===== src/rtl/nn_pkg.sv =====
// nn_pkg: constants and types shared by the weight path.
//   W_WIDTH       bits per weight (one host byte per weight)
//   NUM_WEIGHTS   weights per frame: hn0 w0..w3, hn1 w0..w3, on w0, on w1
//   INIT_WEIGHTS  power-on weight set, byte k at bits [8k+7:8k]; also used
//                 by the top-level f0-pass weight muxes
//   state_t       weight_loader frame state
package nn_pkg;

  localparam int W_WIDTH     = 8;
  localparam int NUM_WEIGHTS = 10;

  // Bytes {1,2,3,4, 1,2,3,4, 1,2}, byte 0 in the least significant position.
  localparam logic [NUM_WEIGHTS*W_WIDTH-1:0] INIT_WEIGHTS = 80'h02010403020104030201;

  typedef enum logic [1:0] {
    IDLE   = 2'd0,
    LOAD   = 2'd1,
    CSUM   = 2'd2,
    COMMIT = 2'd3
  } state_t;

endpackage


===== src/rtl/pin_sync_edge.sv =====
// pin_sync_edge: brings an asynchronous pin into the clk_i domain through a
// two-flop synchronizer and emits a registered one-cycle pulse per rising edge.
//   clk_i   clock
//   rst_i   asynchronous active-low reset (all flops clear to 0)
//   pin_i   asynchronous pin level
//   edge_o  one-cycle pulse, three clk_i edges after the pin rises
module pin_sync_edge (
  input  logic clk_i,
  input  logic rst_i,
  input  logic pin_i,
  output logic edge_o
);

  logic sync_1;
  logic sync_2;
  logic sync_2_d;

  always_ff @(posedge clk_i or negedge rst_i) begin
    if (!rst_i) begin
      sync_1   <= 1'b0;
      sync_2   <= 1'b0;
      sync_2_d <= 1'b0;
      edge_o   <= 1'b0;
    end else begin
      sync_1   <= pin_i;
      sync_2   <= sync_1;
      sync_2_d <= sync_2;
      // Registered so that edge_o is a clean flop output.
      edge_o   <= sync_2 & ~sync_2_d;
    end
  end

endmodule


===== src/rtl/weight_loader.sv =====
// weight_loader: byte-serial host loader for the network weight registers.
// A start rise opens a frame, each strobe rise presents one byte on data_i,
// the byte after the last weight is a mod-256 checksum. A matching checksum
// commits the whole shadow copy to weights_o in one cycle; a mismatch sets
// err_o and leaves weights_o alone.
//
// Handshake: the host raises strobe_i with data_i already stable and keeps
// data_i stable until it observes ack_o toggle. ack_o toggles exactly once
// per accepted byte (weights and checksum); ignored strobes get no toggle.
// The host must wait at least 8 cycles after seeing the toggle before the
// next strobe rise.
//
// Ports:
//   clk_i, rst_i      clock, asynchronous active-low reset
//   en_i              enable; while low, detected edges are dropped, state held
//   start_i           asynchronous frame start pin (rising edge)
//   strobe_i          asynchronous data strobe pin (rising edge)
//   data_i            host byte
//   ack_o             toggle acknowledge
//   weights_o         committed weights, byte k at bits [8k+7:8k]
//   weights_valid_o   a frame has committed since reset
//   busy_o            frame in progress (LOAD, CSUM, COMMIT)
//   done_o            one-cycle commit pulse
//   err_o             sticky checksum failure, cleared by the next frame start
//   state_o           current frame state, for observation
module weight_loader
  import nn_pkg::*;
#(
  parameter int NUM_WEIGHTS = nn_pkg::NUM_WEIGHTS,
  parameter int W_WIDTH     = nn_pkg::W_WIDTH
) (
  input  logic                           clk_i,
  input  logic                           rst_i,
  input  logic                           en_i,
  input  logic                           start_i,
  input  logic                           strobe_i,
  input  logic [W_WIDTH-1:0]             data_i,
  output logic                           ack_o,
  output logic [NUM_WEIGHTS*W_WIDTH-1:0] weights_o,
  output logic                           weights_valid_o,
  output logic                           busy_o,
  output logic                           done_o,
  output logic                           err_o,
  output state_t                         state_o
);

  localparam int WB    = NUM_WEIGHTS * W_WIDTH;
  localparam int CNT_W = $clog2(NUM_WEIGHTS + 1);
  localparam logic [CNT_W-1:0] LAST_IDX = CNT_W'(NUM_WEIGHTS - 1);

  logic               start_e;
  logic               strobe_e;
  state_t             state;
  state_t             next_state;
  logic [CNT_W-1:0]   cnt;
  logic [W_WIDTH-1:0] sum;
  logic [W_WIDTH-1:0] shadow [NUM_WEIGHTS];

  pin_sync_edge u_start_sync (
    .clk_i  (clk_i),
    .rst_i  (rst_i),
    .pin_i  (start_i),
    .edge_o (start_e)
  );

  pin_sync_edge u_strobe_sync (
    .clk_i  (clk_i),
    .rst_i  (rst_i),
    .pin_i  (strobe_i),
    .edge_o (strobe_e)
  );

  assign state_o = state;

  // Start always takes priority over a coincident strobe, so a byte arriving
  // with a start edge is discarded.
  always_comb begin
    next_state = state;
    unique case (state)
      IDLE: begin
        if (start_e) next_state = LOAD;
      end
      LOAD: begin
        if (start_e)                           next_state = LOAD;
        else if (strobe_e && (cnt == LAST_IDX)) next_state = CSUM;
      end
      CSUM: begin
        if (start_e)       next_state = LOAD;
        else if (strobe_e) next_state = (data_i == sum) ? COMMIT : IDLE;
      end
      COMMIT: begin
        next_state = IDLE;
      end
      default: next_state = IDLE;
    endcase
  end

  always_ff @(posedge clk_i or negedge rst_i) begin
    if (!rst_i) begin
      state           <= IDLE;
      cnt             <= '0;
      sum             <= '0;
      ack_o           <= 1'b0;
      weights_o       <= WB'(INIT_WEIGHTS);
      weights_valid_o <= 1'b0;
      busy_o          <= 1'b0;
      done_o          <= 1'b0;
      err_o           <= 1'b0;
      for (int k = 0; k < NUM_WEIGHTS; k++) shadow[k] <= '0;
    end else begin
      done_o <= 1'b0;
      if (en_i) begin
        state <= next_state;
        // Derived from next_state so busy_o drops in the same cycle done_o rises.
        busy_o <= (next_state != IDLE);
        unique case (state)
          IDLE: begin
            if (start_e) begin
              err_o <= 1'b0;
              cnt   <= '0;
              sum   <= '0;
              for (int k = 0; k < NUM_WEIGHTS; k++) shadow[k] <= '0;
            end
          end
          LOAD, CSUM: begin
            if (start_e) begin
              cnt <= '0;
              sum <= '0;
              for (int k = 0; k < NUM_WEIGHTS; k++) shadow[k] <= '0;
            end else if (strobe_e) begin
              ack_o <= ~ack_o;
              if (state == LOAD) begin
                for (int k = 0; k < NUM_WEIGHTS; k++) begin
                  if (cnt == CNT_W'(k)) shadow[k] <= data_i;
                end
                sum <= sum + data_i;
                cnt <= cnt + 1'b1;
              end else if (data_i != sum) begin
                err_o <= 1'b1;
              end
            end
          end
          COMMIT: begin
            for (int k = 0; k < NUM_WEIGHTS; k++) begin
              weights_o[k*W_WIDTH +: W_WIDTH] <= shadow[k];
            end
            weights_valid_o <= 1'b1;
            done_o          <= 1'b1;
          end
          default: ;
        endcase
      end
    end
  end

endmodule


===== config.mk =====
export PLATFORM = sky130hd
export DESIGN_NAME = weight_loader
export DESIGN_NICKNAME = d
export VERILOG_FILES = /design/src/rtl/nn_pkg.sv /design/src/rtl/pin_sync_edge.sv /design/src/rtl/weight_loader.sv
export SDC_FILE = /design/constraint.sdc
export NUM_CORES = 1
export LEC_CHECK = 0
export ABC_AREA = 0
export CORE_UTILIZATION = 59
export CTS_CLUSTER_DIAMETER = 60
export CTS_CLUSTER_SIZE = 24
export DETAILED_ROUTE_END_ITERATION = 6
export PLACE_DENSITY = 0.86
export REMOVE_ABC_BUFFERS = 1
export SYNTH_ARGS = -nofsm -noshare
export SYNTH_HDL_FRONTEND = slang
export SYNTH_HIERARCHICAL = 1
export SYNTH_SLANG_ARGS = --single-unit

===== constraint.sdc =====
create_clock -name clk_i -period 4 [get_ports clk_i]
set_input_delay 0.8 -clock clk_i [delete_from_list [all_inputs] [get_ports clk_i]]
set_output_delay 0.8 -clock clk_i [all_outputs]
set_load 0.01 [all_outputs]

==> results_dict.tcl <==
set metrics [dict create \
    outcome "finished clean" \
    cts-root-buf "clkbuf_16" \
    skew_ps 6.20 \
    ctsResizeCount 0 \
    synth_compound_area_share_pct 7.78 \
    reg2regPathDepth 6 \
    setup_viol 0 \
    hold_start "u_strobe_sync/sync_1" \
    core_mm2 0.0127 \
    max_freq_mhz 354 \
    slew_headroom_pct 30.5 \
    min_path_type "register to register" \
    crit_chain "inv_1 -> ha_1 -> o21ai_2 -> or2_2 -> nand2_4 -> mux2_2" \
    yosysMostFrequentCell "dfrtp_1" \
    grt_max_degree 84 \
    ys_warn_count 6 \
    synth_fa_ha_area_share_pct 2.69 \
    synth_xor_area_share_pct 0.793 \
    syn_inst 575 \
    vias 4947 \
    wire_per_inst_um 18.6 \
    synth_top_family_by_area "multiplexers" \
    synth_top_area_share_pct 56.6 \
    fin_ws_ps 1180 \
    required_ps 4310 \
    critPathTopFamily "simple AND/OR/NAND/NOR gates" \
    cts_sinks 187 \
    cp_slowest_cell "or2_2" \
    cts_hold_buf 0 \
    yosysUniqueCellTypes 55 \
    yosys.area_share.simple_pct 8.88 \
    crit_arrival_ps 3130 \
    critPathBufInv 1 \
    final-seq-area_mm2 0.00469 \
    syn2layout_area_growth_pct 21.6 \
    rr_endpoint "shadow[10]" \
    avgSynthCellArea_um2 13.4 \
    drt_wl_total_um 16000 \
    fin_tns_setup_ps 0 \
    die_w_um 116 \
    async_flop_share_pct 100 \
    num_io_pins 100 \
    gp_congestion 0.820 \
    drive_above_1_share_pct 25.8 \
    fin_crit_sh_pct 70.6 \
    cts_setup_buffers 0 \
    grt_pass1_wl_um 26200 \
    gr-total-overflow 0 \
    cts_buffer_depth 2 \
    slew_viol_final 0 \
    dr.pass1.iters 5 \
    synth_mux_area_share_pct 16.4 \
    p_leak_nw 4.30 \
    max_stage_delay_ps 840 \
    power_mw 5.73 \
    ys_seq_area_share_pct 60.7 \
    ys_ff_latch 187 \
    critical_path_class "register to register" \
    synthFlopType "dfrtp_1" \
    vias_per_cell 5.77 \
    synth-edff-count 0 \
    synth_common_cells "dfrtp_1 (175), mux2_2 (111), o21ai_0 (64), nand3_1 (51), nand2_1 (20)" \
    std_cell_rows 41 \
    worstMarginPinSlew_ps 1040 \
    clk_pin_slew_ps 70 \
    grtUsageTotal_pct 26.0 \
    start_util_pct 60.8 \
    startpoint_type "register" \
    htree_levels 4 \
    cp_max_fo 51 \
    cts_tree "done" \
    drt-initial-drc-count 356 \
    max-cap-violations 0 \
    drc_errors 0 \
    clkLatencyLatePin_ps 420 \
    place_ws_ps 872 \
    reg2reg_from "state_o[0]" \
    end_kind "register" \
    dieArea_mm2 0.0136 \
    nNetsFinal 702 \
    cts_inserted_buffers 17 \
    ant_nets 0 \
    die_h_um 116 \
    holdPathStages 0 \
    yosys.area.top_type "dfrtp_1" \
    r2r_slack_ps 1180 \
    multiInputGateArea_mm2 0.00283 \
    hold_path_end "u_strobe_sync/sync_2" \
    period_needed_ps 2820 \
    power_density_mw_per_mm2 609 \
    port_buffers 99 \
    num-fill-cells 896 \
    synth.area.top_cells "dfrtp_1 (57%), mux2_2 (16%), o21ai_0 (4.1%), dfstp_2 (4.1%), nand3_1 (3.3%)" \
    diodes 0 \
    antenna_found_initial 0 \
    first_global_vias 5101 \
    rsz0062_at_grt "false" \
    ir_drop_uv 411 \
    hpwlAfterDp_um 11000 \
    synth_area_mm2 0.00773 \
    hold_violations 0 \
]
[cells by family after synthesis]
| kind of cell | count (synthesis) |
|---|---|
| AO/OA/AOI/OAI | 99 |
| XOR/XNOR | 7 |
| adder cells (fa/ha/maj) | 16 |
| buffers and inverters | 37 |
| flip-flops | 187 |
| multiplexers | 113 |
| AND/OR/NAND/NOR | 116 |
[flip-flops by register name, summed over array words and instances, names as in the netlist, 2 cells and up]
register   cells
cnt            4
sum            8
state_o        2
shadow        80
weights_o     80
[per-stage QoR]
step                std cells  instance area, µm²  hold WS (ps)  utilization (%)
CTS                       858                9410           355             73.9
global route              858                9410           363             73.9
detailed placement        826                8830           335             69.4
global placement          826                8830           336             69.4
finish                    858                9410           353             73.9
floorplan                 549                7560           331                -
[power by group]
part	switching (mW)	internal (mW)	leakage, nW
Combinational	0.663	0.795	1.52
Sequential	0.287	2.35	2.52
Clock	0.704	0.926	0.268
[metal layers]
layer | global-route usage (%) | part of all wire [%] | vias up
met5 | 0 | 0 | -
met2 | 41.6 | 49 | 172
met3 | 5.14 | 4.6 | 28
li1 | - | - | 2243
met1 | 35.0 | 44 | 2504
met4 | 11.0 | 1.9 | 0
[cell usage in the layout, fill, tap and decap left out, types with 3 or more instances in the layout]
cell             count
dfrtp_1            175
nand2_1             20
mux2_2             111
a21oi_1              7
clkbuf_1             3
xnor2_1              3
inv_6                3
nor2b_1              3
nand3_4              5
ha_1                15
nor2_1               9
and2_1               8
clkdlybuf4s50_1     98
nand3_1             51
xor2_1               4
clkinvlp_4           4
o21ai_0             64
a211oi_1             3
dfstp_2             12
buf_4                5
nand3b_1             3
clkbuf_16           17
inv_1               10
[how the worst max path moves through the flow]
stage,start,endpoint,slack (ps),cells past startpoint
CTS,state_o[0],shadow[30],1230,6
finish,state_o[0],shadow[10],1180,6
global route,state_o[0],shadow[25],950,6
floorplan,en_i,weights_o[10],880,3
global placement,en_i,shadow[14],980,5
detailed placement,en_i,shadow[30],870,5
[area by class of cell]
| cell class | count | share of cell area (%) |
|---|---|---|
| Multi-Input combinational cell | 351 | 30.1 |
| Clock buffer | 20 | 4.64 |
| Tap cell | 172 | 2.29 |
| Sequential cell | 187 | 49.9 |
| Timing Repair Buffer | 105 | 11.2 |
| Clock inverter | 12 | 1.48 |
| Inverter | 11 | 0.439 |
[worst reg2reg max path, delay by kind of cell (launching register included)]
kind / cells / cell delay, ps
simple gates: 2 / 1110
mux: 1 / 370
compound gates: 1 / 220
buf+inv: 1 / 140
flops: 1 / 480
fa+ha+maj: 1 / 390
Power figures use the tool's default switching activity.
==> edit 1: new RTL, config.mk and constraints unchanged <==
Register the output `err_o` once more, with the module's reset; this adds one clock of latency there. The other outputs are not delayed to match.
--- a/src/rtl/weight_loader.sv
+++ b/src/rtl/weight_loader.sv
@@ -47,6 +47,8 @@
   localparam int WB    = NUM_WEIGHTS * W_WIDTH;
   localparam int CNT_W = $clog2(NUM_WEIGHTS + 1);
   localparam logic [CNT_W-1:0] LAST_IDX = CNT_W'(NUM_WEIGHTS - 1);
+
+  logic err_s0;
 
   logic               start_e;
   logic               strobe_e;
@@ -105,7 +107,7 @@
       weights_valid_o <= 1'b0;
       busy_o          <= 1'b0;
       done_o          <= 1'b0;
-      err_o           <= 1'b0;
+      err_s0          <= 1'b0;
       for (int k = 0; k < NUM_WEIGHTS; k++) shadow[k] <= '0;
     end else begin
       done_o <= 1'b0;
@@ -116,7 +118,7 @@
         unique case (state)
           IDLE: begin
             if (start_e) begin
-              err_o <= 1'b0;
+              err_s0 <= 1'b0;
               cnt   <= '0;
               sum   <= '0;
               for (int k = 0; k < NUM_WEIGHTS; k++) shadow[k] <= '0;
@@ -136,7 +138,7 @@
                 sum <= sum + data_i;
                 cnt <= cnt + 1'b1;
               end else if (data_i != sum) begin
-                err_o <= 1'b1;
+                err_s0 <= 1'b1;
               end
             end
           end
@@ -153,5 +155,13 @@
     end
   end
 
+  always_ff @(posedge clk_i or negedge rst_i) begin
+    if (!rst_i) begin
+      err_o <= '0;
+    end else begin
+      err_o <= err_s0;
+    end
+  end
+
 endmodule
 
Function: same outputs for any inputs over 4 cycles, from zero or initial values and one cycle with rst_i low; that may be too few to reach the edited logic, so the function may still have changed.
==> edit 1 against the original RTL <==
Cell area is 0.29% higher. Worst setup slack worse by 0.023 ns. Cell count is 0.12% higher. Sequential cell count is 1 higher. Wire length is 3.4% higher. Critical path depth stayed put. Power is 0.20% higher. Synthesized area is 0.32% higher. Clock skew is 0.0049 ns higher.
==> edit 1: results (changes against the original RTL) <==
stage,metric,value,unit,change
global_route,M1 GR Usage,35.7,%,was 35.0%
placed_design,post-detail-place hpwl,10900,µm,was 11000 µm
drt,via-per-instance ratio,5.89,,was 5.77
logic_synthesis,largest cells by area after synthesis,"dfrtp_1 57%, mux2_2 16%, o21ai_0 4.1%",,unchanged
finish,share of layout cells above drive strength 1,25.6,%,was 25.8%
critical_path,Crit path arrival time,3.15,ns,was 3.13 ns
finish,Post-Layout Cell Count,859,,was 858
placed_design,RePlAce Congestion,0.925,,was 0.820
sta,Tmin final,2.85,ns,was 2.82 ns
placed_design,Placed Area,0.00887,mm²,was 0.00883 mm²
placed_design,Post-Place Worst Slack,0.885,ns,was 0.872 ns
global_route,met3 GRT Util,5.92,%,was 5.14%
global_route,met2 usage,43.9,%,was 41.6%
critical_path,Reg2Reg Setup Slack,1.15,ns,was 1.18 ns
critical_path,CP endpoint,shadow[15]$_DFFE_PN0P_,,was shadow[10]$_DFFE_PN0P_
logic_synthesis,commonest cells in the netlist,"176 x dfrtp_1, 111 x mux2_2, 64 x o21ai_0",,"was 175 x dfrtp_1, 111 x mux2_2, 64 x o21ai_0"
sta,Rel. slew slack,28.6,%,was 30.5%
critical_path,CP max stage delay,0.86,ns,was 0.84 ns
logic_synthesis,Mean Syn Cell Area,13.5,µm²,was 13.4 µm²
drt,Routed WL,16600,µm,was 16000 µm
drt,WL met1,7010,µm,was 7080 µm
global_route,wire length of the first global-routing pass,27100,µm,was 26200 µm
drt,Pre-antenna DRT Iters,7,,was 5
run_status,outcome,"complete, no violations",,unchanged
global_route,largest net degree at the start of global routing,104,,was 84
finish,fillers,848,,was 896
logic_synthesis,part of the Yosys area used for sequential elements,60.8,%,was 60.7%
global_route,vias in the first global route,5165,,was 5101
finish,FF+latch area,0.00472,mm²,was 0.00469 mm²
drt,DRT iter0 DRCs,421,,was 356
power_and_ir_drop,VDD IR max,414,µV,was 411 µV
drt,metal3 WL,983,µm,was 744 µm
## edit 1: cell count changes after synthesis, sizes merged
cell   unedited run  this run
dfrtp           175       176
## edit 1: cells by family after synthesis
logic type / after synthesis / synth area share, %
AO/OA/AOI/OAI: 99 / 7.76
XOR/XNOR: 7 / 0.790
adder cells (fa/ha/maj): 16 / 2.68
buffers and inverters: 37 / 2.69
flip-flops: 188 / 60.8
multiplexers: 113 / 16.4
AND/OR/NAND/NOR: 116 / 8.85
## edit 1: cell type report
type | instances | share of cell area [%]
Inverter | 11 | 0.438
Tap cell | 172 | 2.28
Multi-Input combinational cell | 351 | 30.0
Timing Repair Buffer | 105 | 11.3
Sequential cell | 188 | 50.0
Clock inverter | 8 | 0.889
Clock buffer | 24 | 5.11
## edit 1: report_power, final
part	switching [W]	internal, W	total, W
combinational	0.000679	0.000797	0.00148
clock	0.000701	0.000914	0.00161
sequential	0.000285	0.00236	0.00265
total	0.00166	0.00407	0.00574
==> edit 2: new RTL, same settings <==
Made on the original files. Change the package constant `W_WIDTH` from 8 to 10.
--- a/src/rtl/nn_pkg.sv
+++ b/src/rtl/nn_pkg.sv
@@ -6,7 +6,7 @@
 //   state_t       weight_loader frame state
 package nn_pkg;
 
-  localparam int W_WIDTH     = 8;
+  localparam int W_WIDTH     = 10;
   localparam int NUM_WEIGHTS = 10;
 
   // Bytes {1,2,3,4, 1,2,3,4, 1,2}, byte 0 in the least significant position.
Interface: changed (resized data_i and weights_o); port bits go from 100 to 122. The function was not compared with the original's and may differ.
==> edit 2 against the original RTL <==
Core utilization fell by 2.0 points. Clock power fell by 7%. Non-clock buffer count rose by 21. Wire length rose by 25%. Cell area rose by 17%. First-iteration DRC count rose by 66%. Sequential cell count rose by 42. Sequential share of layout area rose by 2.4 points. Power fell by 0.37%. Synthesized area rose by 20%. Combinational power fell by 5%. Worst setup slack improved by 0.060 ns. Highest routed layer unchanged.
==> edit 2: results (changes against the original RTL) <==
stage,metric,value,unit,change
drt,Routed WL,20100,µm,was 16000 µm
logic_synthesis,Mean Syn Cell Area,12.5,µm²,was 13.4 µm²
global_route,largest net degree at the start of global routing,130,,was 84
sta,clock skew,0.0191,ns,was 0.00620 ns
finish,share of layout cells above drive strength 1,16.7,%,was 25.8%
critical_path,CP max stage delay,0.66,ns,was 0.84 ns
logic_synthesis,part of the Yosys area used for sequential elements,62.1,%,was 60.7%
drt,DRT iter0 DRCs,591,,was 356
placed_design,post-detail-place hpwl,13200,µm,was 11000 µm
finish,Layout Nets,868,,was 702
clock_network,Worst-path clk slew,0.10,ns,was 0.07 ns
global_route,GRT Overall Usage,25.7,%,was 26.0%
logic_synthesis,largest cells by area after synthesis,"dfrtp_1 59%, mux2_2 11%, nand3_1 5.6%",,"was dfrtp_1 57%, mux2_2 16%, o21ai_0 4.1%"
logic_synthesis,area share of fa/ha/maj cells after synthesis,2.52,%,was 2.69%
global_route,vias in the first global route,6242,,was 5101
logic_synthesis,post-synthesis mux area share,12.3,%,was 16.4%
global_route,wire length of the first global-routing pass,32600,µm,was 26200 µm
power_and_ir_drop,VDD IR max,398,µV,was 411 µV
placed_design,RePlAce Congestion,0.920,,was 0.820
sta,Rel. slew slack,31.7,%,was 30.5%
drt,via-per-instance ratio,5.90,,was 5.77
logic_synthesis,commonest cells in the netlist,"217 x dfrtp_1, 103 x nand3_1, 91 x mux2_2",,"was 175 x dfrtp_1, 111 x mux2_2, 64 x o21ai_0"
run_status,outcome,"complete, no violations",,unchanged
finish,Largest regs,"shadow (100), weights_o (100), sum (10)",,"was shadow (80), weights_o (80), sum (8)"
critical_path,Crit Path Max Fanout,20,,was 51
power_and_ir_drop,Pleak,5.00,nW,was 4.30 nW
[edit 2: layout make-up]
class,instances,area [µm²]
inverters,20,75.1
clock buffers,22,422
repair buffers,126,1270
multi-input cells,444,3170
fillers,1039,4280
well taps,211,264
flip-flops and latches,229,5750
clock inverters,2,36.3
[edit 2: worst paths after layout]
path	start	endpoint	slack (ns)	cells after the start
max	state_o[0]$_DFFE_PN0P_	shadow[96]$_DFFE_PN0P_	1.24	8
min	u_start_sync/sync_1$_DFF_PN0_	u_start_sync/sync_2$_DFF_PN0_	0.36	0
max reg2reg	state_o[0]$_DFFE_PN0P_	shadow[96]$_DFFE_PN0P_	1.24	8
min reg2reg	u_start_sync/sync_1$_DFF_PN0_	u_start_sync/sync_2$_DFF_PN0_	0.36	0
max in group asynchronous	rst_i	shadow[16]$_DFFE_PN0P_	2.52	2
min in group asynchronous	rst_i	weights_o[7]$_DFFE_PN0P_	0.45	1
[edit 2: cells by family after synthesis]
logic type                 Yosys count
and+or+nand+nor                    175
xor gates and xnor gates            11
muxes                              102
AOI/OAI and AO/OA                  138
adders and majority gates           18
DFF                                229
buffers and inverters               68
[edit 2: through the flow]
| stage | worst slack [ns] | cell area, µm² | TNS, ns |
|---|---|---|---|
| finish | 1.24 | 11000 | 0 |
| global route | 0.974 | 11000 | 0 |
| CTS | 1.25 | 11000 | 0 |
| detailed placement | 0.791 | 10500 | 0 |
| global placement | 0.980 | 10500 | 0 |
| floorplan | -0.267 | 8990 | -12.78 |
[edit 2: routing by layer]
layer | GRT usage [%] | wire length, µm | vias up
li1 | - | - | 2803
met2 | 43.3 | 10000 | 209
met3 | 3.27 | 1120 | 37
met5 | 0 | 0 | -
met4 | 7.14 | 490 | 0
met1 | 35.5 | 8400 | 3167
[edit 2: worst max-delay path, delay by kind of cell, from the launching register on]
| family | cells | cell delay [ns] |
|---|---|---|
| AO/OA/AOI/OAI | 2 | 0.20 |
| buffers and inverters | 1 | 0.12 |
| adder cells (fa/ha/maj) | 1 | 0.32 |
| flip-flops | 1 | 0.47 |
| AND/OR/NAND/NOR | 4 | 1.49 |
[edit 2: report_power, final]
part | switching, W | total (W) | internal (W)
Clock | 0.000771 | 0.00152 | 0.000752
Combinational | 0.000818 | 0.00138 | 0.000560
Sequential | 0.000184 | 0.00280 | 0.00262
Total | 0.00177 | 0.00570 | 0.00393
